`config.mk`:
```
export PLATFORM = sky130hd
export DESIGN_NAME = eight_bit_adder
export DESIGN_NICKNAME = d
export VERILOG_FILES = /design/src/rtl/eight_bit_adder.sv
export SDC_FILE = /design/constraint.sdc
export NUM_CORES = 1
export LEC_CHECK = 0
export BUFFER_PORTS_ARGS = -buffer_cell sky130_fd_sc_hd__clkbuf_2
export CAP_MARGIN = 20
export CORE_UTILIZATION = 35
export CTS_BUF_LIST = sky130_fd_sc_hd__clkbuf_8
export DETAILED_ROUTE_END_ITERATION = 6
export PLACE_DENSITY = 0.67
export SLEW_MARGIN = 20
export SYNTH_ARGS = -nofsm -noshare
export SYNTH_HDL_FRONTEND = slang
export SYNTH_SLANG_ARGS = --single-unit
```
`constraint.sdc`:
```
create_clock -name clk -period 0.8 [get_ports clk]
set_clock_uncertainty 0.05 [all_clocks]
set_input_delay 0.04 -clock clk [delete_from_list [all_inputs] [get_ports clk]]
set_output_delay 0.04 -clock clk [all_outputs]
set_load 0.03 [all_outputs]
```
`src/rtl/eight_bit_adder.sv`:
```
// rtl/eight_bit_adder.sv - 8-bit ripple-carry adder with registered sum, carry-out and valid
module eight_bit_adder #(
   parameter int WIDTH = 8
) (
   input  logic             clk,
   input  logic             rst_n,
   input  logic             in_valid,
   input  logic [WIDTH-1:0] a,
   input  logic [WIDTH-1:0] b,
   output logic [WIDTH-1:0] s,
   output logic             cout,
   output logic             out_valid
);

   logic [WIDTH-1:0] s_next;
   logic             c_last;
   logic             carry;

   // Ripple the carry through one full-adder cell per bit, LSB first, carry-in tied to 0
   always_comb begin
      s_next = '0;
      carry  = 1'b0;
      for (int i = 0; i < WIDTH; i++) begin
         s_next[i] = a[i] ^ b[i] ^ carry;
         carry     = (a[i] & b[i]) | (a[i] & carry) | (b[i] & carry);
      end
      c_last = carry;
   end

   // Capture the result on accepted operands; hold s/cout otherwise so idle cycles leave the last result visible
   always_ff @(posedge clk or negedge rst_n) begin
      if (!rst_n) begin
         s         <= '0;
         cout      <= 1'b0;
         out_valid <= 1'b0;
      end else if (in_valid) begin
         s         <= s_next;
         cout      <= c_last;
         out_valid <= 1'b1;
      end else begin
         out_valid <= 1'b0;
      end
   end

endmodule

```
==> results of run 1 <==
cell families after synthesis:
logic type | share of synthesized area [%]
mux | 20.81
compound gates | 0.9041
fa+ha+maj | 27.60
simple gates | 0.6781
buf+inv | 4.750
flops | 45.25
power by group:
| group | internal (W) | total [W] | switching, W | leakage [nW] |
|---|---|---|---|---|
| registers | 0.000608 | 0.000697 | 0.0000887 | 0.115 |
| clock network | 0.000335 | 0.000519 | 0.000184 | 0.0269 |
| logic | 0.000486 | 0.000852 | 0.000366 | 0.313 |
through the flow:
| step | total power [W] | util [%] | area (sq um) | setup WS, ns | cells |
|---|---|---|---|---|---|
| 6_report | 0.002068 | 66.52 | 919.6 | -2.049 | 83 |
| 5_1_grt | 0.002194 | 66.52 | 919.6 | -2.119 | 83 |
| 4_1_cts | 0.002002 | 63.62 | 879.6 | -2.064 | 81 |
| 3_5_place_dp | 0.001303 | 53.30 | 737.0 | -2.319 | 76 |
| 3_3_place_gp | 0.001281 | 53.30 | 737.0 | -2.283 | 76 |
| 2_1_floorplan | 0.001084 | - | 581.8 | -2.099 | 33 |
registers in the layout (all words and copies together) (netlist names):
name and flops:
out_valid 1, cout 1, s 8
layout make-up:
type	instances	area, sq um	share of cell area [%]
flip-flops and latches	10	251.5	27.35
clock buffers	3	41.29	4.490
well taps	15	18.77	2.041
inverters	4	15.01	1.633
repair buffers	32	285.3	31.02
multi-input cells	18	304.0	33.06
clock inverters	1	3.754	0.4082
path summary, 6_finish.rpt:
| kind | startpoint | endpoint | slack (ns) | cells past startpoint |
|---|---|---|---|---|
| worst max-delay path | a[0] | s[7] | -2.05 | 11 |
| worst min-delay path | b[0] | s[0] | 0.1 | 3 |
| worst max register to register | s[6] | s[6] | -0.04 | 1 |
| worst min register to register | s[0] | s[0] | 0.49 | 1 |
| max in group asynchronous | rst_n | s[0] | 0.32 | 2 |
| min in group asynchronous | rst_n | out_valid | 0.16 | 2 |
layer usage:
metal  GRT usage [%]  wire [um]  vias to the layer above  share of wire, %
met4           3.871          0                        0                 0
met1           16.24        405                      179                37
li1                -          -                      173                 -
met2           24.38        624                       18                57
met5               0          0                        -                 0
met3           5.652         62                        0               5.7
layout by cell type, fill, tap and decap left out:
cell type      count
mux2_4             7
buf_6              2
a21oi_1            1
buf_4              3
clkbuf_2          16
inv_2              1
ha_4               1
mux2i_1            1
dfrtp_1            9
clkbuf_8           3
fa_2               6
nor2_1             1
inv_1              4
fa_1               1
buf_8             10
dfrtp_2            1
dlygate4sd3_1      1
timing repair:
item	in CTS	in global routing
endpoints found under the setup margin	19	19
pin swaps	1	0
hold buffers	1	0
hold endpoints to repair	10	0
gates cloned	0	0
gates resized for setup	20	14
buffers inserted	0	2
==> impl_results.md, run 1 <==
* Unique masters post-synth at 9
* Most common cell on crit path: fa_2
* EDFF count, synth at 0
* CORE AREA at 1383 sq um
* Die area at 1743 sq um
* Post-route DRC at 0
* Final setup fails at 19
* Mapped Cells at 33
* Ranking of synthesized cells by area: dfrtp_1 (45%), fa_1 (25%), mux2_4 (19%), inv_1 (2.7%), ha_1 (2.3%)
* Mapped Nets at 60
* CTS tree: built
* Fin. Hold Viols at 0
* Root Driver: clkbuf_8
* Iteration-0 DRC Markers at 1
* Unrepaired setup endpoints after global routing: yes
* Setup tns final at -10.20 ns
* Share of flip-flops with an asynchronous set or reset at 100.0%
* DIE WIDTH at 41.75 um
* Share of layout cells above drive strength 1 at 73.53%
* Hold WS at 0.09735 ns
* Worst setup path class: in -> reg
* Worst Max-Slew Pin Slew at 0.3304 ns
* Total Wirelength at 1092 um
* Yosys warning total at 0
* WP data required at 0.91 ns
* Worst path top cell family by delay: adder cells
* Failing checks: negative setup slack
* CP Launch Type: input port
* Fin. max-slew vios at 0
* Number of I/O port buffers at 28
* Initial antenna violation count at 0
* CP max stage delay at 0.39 ns
* Initial Util at 40.00%
* Mapped cell area at 553.0 sq um
* Critical Path, Cell by Cell: buf_6 -> ha_4 -> fa_2 -> fa_2 -> fa_2 -> fa_2 -> fa_2 -> fa_2 -> inv_2 -> fa_1 -> a21oi_1
* FMAX at 351.0 MHz
* Die height at 41.75 um
* Most instantiated library cell after synthesis: dfrtp_1
* Worst Path Buf+Inv at 2
* # fillers at 112
* GRT Resource Usage Total at 14.18%
* Wire per inst at 13.16 um
* Longest Clk Path Bufs at 2
* Data arrival, critical path at 2.95 ns
* # IOs at 29
* Placer congestion estimate at 0.6244
* Yosys top cell by area: dfrtp_1
* Outcome: complete, but fails checks
* Num rows at 13
* Worst hold path class: in -> reg
* TritonCTS Buffers at 3
* Maxcap violations at 0
* Synth Area per Inst at 16.76 sq um
* PwrDens at 2249 nW/um^2
* Num Clock Sinks at 10
* Clock Latency Late Sink at 0.23 ns
* Post-synthesis sequential area ratio at 45.25%
* Crit share post-route at 356.1%
* P_leak at 0.4553 nW
* Via-to-Cell Ratio at 4.458
* Post-synth top area share at 45.25%
* Post-DP HPWL at 868.1 um
* Peak supply drop at 1556 uV
* DR vias at 370
* Vias in the first global route at 426
* Remaining Overflow, GRT at 0
* Clock transition at the registers of the reported paths at 0.05 ns
* Worst path slowest cell: fa_1
* N_diodes at 0
* ANT nets after route at 0
* Pin count of the biggest net entering global routing at 12
* Drt pass-1 iters at 2
* H-tree levels at 1
* Crit Path Max Fanout at 1
* Max-Slew Margin vs Limit at 77.98%
* Commonest cells post-synth: dfrtp_1 (10), fa_1 (7), mux2_4 (7), inv_1 (4)
* Syn-to-layout area delta at 66.29%
* Main synth FF type: dfrtp_1
* Crit path capture type: flip-flop
* Final setup margin at -2.049 ns
* Final Net Count at 96
* Synthesized flop and latch total at 10
* Global-route wire length before repair at 1794 um
* Post-route minimum period at 2.849 ns
(Power assumes the default switching activity.)
==> inputs of run 2 (changes only) <==
--- a/config.mk
+++ b/config.mk
@@ -10,6 +10,7 @@
 export CORE_UTILIZATION = 35
 export CTS_BUF_LIST = sky130_fd_sc_hd__clkbuf_8
 export DETAILED_ROUTE_END_ITERATION = 6
+export GPL_TIMING_DRIVEN = 0
 export PLACE_DENSITY = 0.67
 export SLEW_MARGIN = 20
 export SYNTH_ARGS = -nofsm -noshare
==> constraint.sdc (replaced) <==
create_clock -name clk -period 0.8 [get_ports clk]
set_clock_uncertainty 0.05 [all_clocks]
set_input_delay 0.12 -clock clk [delete_from_list [all_inputs] [get_ports clk]]
set_output_delay 0.12 -clock clk [all_outputs]
set_load 0.03 [all_outputs]
==> impl_results.md, run 2 (synthesized netlist as in run 1, its figures left out) <==
* Hold Path End: s[0]
* Outcome: complete, but fails checks
* Worst Path Buf+Inv at 2 (unchanged)
* Worst path top cell family by delay: adder cells
* HP Start: b[0]
* P_leak at 0.4675 nW (+2.7%)
* Initial Util at 40.00% (unchanged)
* Hold WS at 0.1820 ns (+0.08462 ns)
* Share of layout cells above drive strength 1 at 74.29% (+0.76 points)
* Busiest layer in global routing: met2
* Dpl ws at -2.384 ns (-0.06504 ns)
* Placer congestion estimate at 0.6359 (+1.8%)
* Reg-to-reg endpoint: s[4]
* Most common cell on crit path: fa_2
* CP Launch Type: input port
* Post-route DRC at 0 (unchanged)
* Final instance area at 950.9 sq um (+3.4%)
* Num Clock Sinks at 10 (unchanged)
* Crit share post-route at 364.1% (+7.9 points)
* CP max stage delay at 0.40 ns (about the same)
* Crit path capture type: flip-flop
* Fin. Hold Viols at 0 (unchanged)
* Unrepaired setup endpoints after global routing: yes
* Die area at 1743 sq um (unchanged)
* Peak supply drop at 1602 uV (+2.9%)
* Num rows at 13 (unchanged)
* Most common cell after layout, fill and taps aside: clkbuf_2
* Clock transition at the registers of the reported paths at 0.05 ns (about the same)
* GRT Resource Usage Total at 13.67% (-0.51 points)
* Pin count of the biggest net entering global routing at 11 (-1)
* Die height at 41.75 um (unchanged)
* Failing checks: negative setup slack
* TritonCTS Buffers at 3 (unchanged)
* PwrDens at 2312 nW/um^2 (+2.8%)
* Worst Reg-to-Reg Cells at 2 (+1)
* CTS tree: built
* Max-Slew Margin vs Limit at 82.72% (+4.7 points)
* Crit Path Max Fanout at 1 (unchanged)
* Fin. max-slew vios at 0 (unchanged)
* Post-route minimum period at 2.912 ns (+0.06341 ns)
* Biggest regs: s (8), cout (1), out_valid (1)
* Commonest non-fill, non-tap cells in the layout: clkbuf_2 (16), buf_8 (10), dfrtp_1 (9), mux2_4 (7), fa_2 (6)
* Iteration-0 DRC Markers at 1 (unchanged)
* H-tree levels at 1 (unchanged)
* Remaining Overflow, GRT at 0 (unchanged)
* Via-to-Cell Ratio at 4.518 (+1.3%)
* Reg2reg setup slack at -0.16 ns (-0.12 ns)
* Wire per inst at 11.76 um (-11%)
* Drt pass-1 iters at 2 (unchanged)
* # IOs at 29 (unchanged)
* Final setup fails at 19 (unchanged)
* Longest Clk Path Bufs at 2 (unchanged)
* Maxcap violations at 0 (unchanged)
* WP data required at 0.91 ns (about the same)
* Largest Register: s
* Hold Path Cell Cnt at 3 (unchanged)
* Vias in the first global route at 425 (-0.23%)
* Worst Max-Slew Pin Slew at 0.2592 ns (-0.07121 ns)
* Final Power at 0.002199 W (+6.3%)
* Post-placement cell area at 740.7 sq um (+0.51%)
* Total Wirelength at 1000 um (-8.4%)
* Worst path slowest cell: fa_1
* Max reg flops at 8 (unchanged)
* Met2 Track Usage GR at 23.13% (-1.2 points)
* CORE AREA at 1383 sq um (unchanged)
* Critical Path, Cell by Cell: buf_6 -> ha_4 -> fa_2 -> fa_2 -> fa_2 -> fa_2 -> fa_2 -> fa_2 -> inv_2 -> fa_1 -> a21oi_1
* Global-route wire length before repair at 1773 um (-1.2%)
* Placed Cells at 76 (unchanged)
* Worst r2r src: s[4]
* Post-DP HPWL at 730.6 um (-16%)
* Final cell count without fillers at 85 (+2.4%)
* Data arrival, critical path at 3.02 ns (+0.07 ns)
* Worst hold path class: in -> reg
* Met3 Use GR at 5.652% (unchanged)
* Worst setup path class: in -> reg
* Final setup margin at -2.112 ns (-0.06341 ns)
* N_diodes at 0 (unchanged)
* Initial antenna violation count at 0 (unchanged)
* GR Util met1 at 15.77% (-0.46 points)
* ANT nets after route at 0 (unchanged)
* DR vias at 384 (+3.8%)
* Final Net Count at 98 (+2.1%)
* Syn-to-layout area delta at 71.95%
* FMAX at 343.4 MHz (-2.2%)
* Root Driver: clkbuf_8
* Number of I/O port buffers at 28 (unchanged)
* Clock Latency Late Sink at 0.23 ns (about the same)
* DIE WIDTH at 41.75 um (unchanged)
[run 2: cell types whose count changed in the layout (fill, tap and decap cells not counted)]
cell,change
buf_6,+1
clkbuf_8,+1
dlygate4sd3_1,+1
inv_1,-1
[run 2: worst max path at each step]
stage,from,endpoint,slack [ns],depth (start not counted)
2_1_floorplan,a[0],s[7],-2.18,10
3_3_place_gp,a[0],s[7],-2.36,11
3_5_place_dp,a[0],s[7],-2.38,11
4_1_cts,a[0],s[7],-2.14,11
5_1_grt,a[0],s[7],-2.19,11
6_report,a[0],s[7],-2.11,11
[run 2: worst reg2reg max path, stage by stage (launching register included)]
cell,delay (ns)
dfrtp_1,0.40
buf_4,0.14
mux2_4,0.25
[run 2: final cells by class]
type                    instances  area, sq um
multi-input cells              18        304.0
repair buffers                 33        295.3
clock buffers                   4        55.05
fillers                        99        431.7
plain buffers                   1        11.26
well taps                      15        18.77
inverters                       4        15.01
flip-flops and latches         10        251.5
[run 2: layer usage]
metal / part of all wire, % / wire (um)
met1: 38 / 384
met2: 53 / 532
met3: 8.3 / 83
met4: 0 / 0
met5: 0 / 0
[run 2: power breakdown]
group,switching [W],internal [W]
sequential,0.0000889,0.000608
combinational,0.000369,0.000507
clock,0.000194,0.000432
[run 2: stage by stage]
step | util (%) | TNS (ns)
after floorplan | - | -10.90
after global placement | 53.57 | -12.17
after detailed placement | 53.57 | -12.31
after CTS | 66.97 | -11.82
after global routing | 68.78 | -12.15
final | 68.78 | -11.51
[run 2: repair_timing]
action	4_1_cts	5_1_grt
setup buffers	3	0
resized for setup	20	13
endpoints found under the hold margin	11	0
hold buffers	2	0
setup endpoints to repair	19	19
==> inputs of run 3 (changes only) <==
--- a/config.mk
+++ b/config.mk
@@ -8,7 +8,7 @@
 export BUFFER_PORTS_ARGS = -buffer_cell sky130_fd_sc_hd__clkbuf_2
 export CAP_MARGIN = 20
 export CORE_UTILIZATION = 35
-export CTS_BUF_LIST = sky130_fd_sc_hd__clkbuf_8
+export CTS_BUF_LIST = sky130_fd_sc_hd__clkbuf_4
 export DETAILED_ROUTE_END_ITERATION = 6
 export GPL_TIMING_DRIVEN = 0
 export PLACE_DENSITY = 0.67
==> impl_results.md, run 3 (synthesized netlist as in run 1, its figures left out) <==
* WP data required at 0.93 ns (+0.02 ns)
* Crit Path Max Fanout at 1 (unchanged)
* # IOs at 29 (unchanged)
* TritonCTS Buffers at 3 (unchanged)
* GRT Resource Usage Total at 13.21% (-0.46 points)
* Vias in the first global route at 418 (-1.6%)
* Post-DP HPWL at 730.6 um (unchanged)
* Die area at 1743 sq um (unchanged)
* Clock transition at the registers of the reported paths at 0.06 ns (about the same)
* Peak supply drop at 1372 uV (-14%)
* Max-Slew Margin vs Limit at 83.52% (+0.80 points)
* Crit share post-route at 360.9% (-3.2 points)
* P_leak at 0.4589 nW (-1.8%)
* Unrepaired setup endpoints after global routing: yes
* Largest Register: s
* Num rows at 13 (unchanged)
* DIE WIDTH at 41.75 um (unchanged)
* Post-route DRC at 0 (unchanged)
* N_diodes at 0 (unchanged)
* Global-route wire length before repair at 1752 um (-1.2%)
* Outcome: complete, but fails checks
* Dpl ws at -2.384 ns (unchanged)
* Data arrival, critical path at 3.02 ns (about the same)
* DR vias at 389 (+1.3%)
* ANT nets after route at 0 (unchanged)
* Initial antenna violation count at 0 (unchanged)
* Worst hold path class: in -> reg
* H-tree levels at 1 (unchanged)
* CTS tree: built
* Reg2reg setup slack at -0.16 ns (about the same)
* Fin. max-slew vios at 0 (unchanged)
* Worst setup path class: in -> reg
* Remaining Overflow, GRT at 0 (unchanged)
* Via-to-Cell Ratio at 4.523 (+0.12%)
* Most common cell after layout, fill and taps aside: clkbuf_2
* Initial Util at 40.00% (unchanged)
* Hold Path End: s[0]
* Final setup margin at -2.087 ns (+0.02556 ns)
* Share of layout cells above drive strength 1 at 73.24% (-1.0 points)
* Num Clock Sinks at 10 (unchanged)
* Clock Latency Late Sink at 0.25 ns (+0.02 ns)
* Maxcap violations at 0 (unchanged)
* Iteration-0 DRC Markers at 1 (unchanged)
* CORE AREA at 1383 sq um (unchanged)
* Longest Clk Path Bufs at 2 (unchanged)
* Biggest regs: s (8), cout (1), out_valid (1)
* Commonest non-fill, non-tap cells in the layout: clkbuf_2 (16), buf_8 (10), dfrtp_1 (9), mux2_4 (7), fa_2 (6)
* # fillers at 100 (+1.0%)
* PwrDens at 2078 nW/um^2 (-10%)
* Die height at 41.75 um (unchanged)
* Final Net Count at 99 (+1.0%)
* HP Start: b[0]
* Number of I/O port buffers at 28 (unchanged)
* Pin count of the biggest net entering global routing at 11 (unchanged)
* Worst r2r src: s[2]
* FMAX at 346.4 MHz (+0.89%)
* Failing checks: negative setup slack
* Max reg flops at 8 (unchanged)
* Total Wirelength at 967 um (-3.3%)
* Setup tns final at -11.56 ns (-0.05540 ns)
* Drt pass-1 iters at 2 (unchanged)
* Syn-to-layout area delta at 68.10%
* Placer congestion estimate at 0.6359 (unchanged)
* Post-route minimum period at 2.887 ns (-0.02556 ns)
* Worst Reg-to-Reg Cells at 2 (unchanged)
* Worst Max-Slew Pin Slew at 0.2472 ns (-0.01200 ns)
* Root Driver: clkbuf_4
* Final setup fails at 19 (unchanged)
* Hold Path Cell Cnt at 3 (unchanged)
* Crit path capture type: flip-flop
* CP Launch Type: input port
* Fin. Hold Viols at 0 (unchanged)
* Reg-to-reg endpoint: s[2]
* Wire per inst at 11.24 um (-4.4%)
[run 3: metrics by stage]
| step | cell area, sq um | util [%] | instances | hold slack, ns | total power, W |
|---|---|---|---|---|---|
| floorplan | 581.8 | - | 33 | -0.2256 | 0.001084 |
| global placement | 740.7 | 53.57 | 76 | -0.05197 | 0.001279 |
| detailed placement | 740.7 | 53.57 | 76 | -0.04601 | 0.001297 |
| CTS | 904.6 | 65.43 | 86 | 0.1804 | 0.001886 |
| global route | 929.6 | 67.24 | 86 | 0.1526 | 0.002053 |
| finish | 929.6 | 67.24 | 86 | 0.1559 | 0.001932 |
[run 3: layout make-up]
type | instances | area [sq um] | area share (%)
inverter | 4 | 15.01 | 1.615
sequential | 10 | 251.5 | 27.05
clock buffer | 3 | 22.52 | 2.423
timing repair buffer | 34 | 302.8 | 32.57
tap | 15 | 18.77 | 2.019
clock inverter | 1 | 3.754 | 0.4038
multi-input combinational | 18 | 304.0 | 32.71
buffer | 1 | 11.26 | 1.211
[run 3: power breakdown]
group / switching [W] / total [W] / internal, W
sequential: 0.0000883 / 0.000694 / 0.000606
clock: 0.000169 / 0.000348 / 0.000179
combinational: 0.000371 / 0.000889 / 0.000518
total: 0.000628 / 0.00193 / 0.00130
[run 3: worst max-delay path by stage]
stage / from / end / slack [ns] / depth (start not counted)
finish: a[0] / s[7] / -2.09 / 11
global route: a[0] / s[7] / -2.16 / 11
floorplan: a[0] / s[7] / -2.18 / 10
detailed placement: a[0] / s[7] / -2.38 / 11
CTS: a[0] / s[7] / -2.12 / 11
global placement: a[0] / s[7] / -2.36 / 11
[run 3: per-layer routing]
metal	wire length (um)	GRT usage, %	part of all wire, %
met1	387	15.77	40
met2	500	22.50	52
met3	79	5.652	8.2
met4	0	1.935	0
met5	0	0	0
[run 3: critical path, stage by stage]
cell and delay (ns):
buf_6 0.10, ha_4 0.14, fa_2 0.33, fa_2 0.35, fa_2 0.34, fa_2 0.35, fa_2 0.35, fa_2 0.34
inv_2 0.06, fa_1 0.40, a21oi_1 0.14
[run 3: what timing repair did]
action / 4_1_cts / 5_1_grt
setup buffers: 4 / 0
endpoints found under the hold margin: 11 / 0
resized for setup: 20 / 13
endpoints found under the setup margin: 19 / 19
hold buffers: 2 / 0
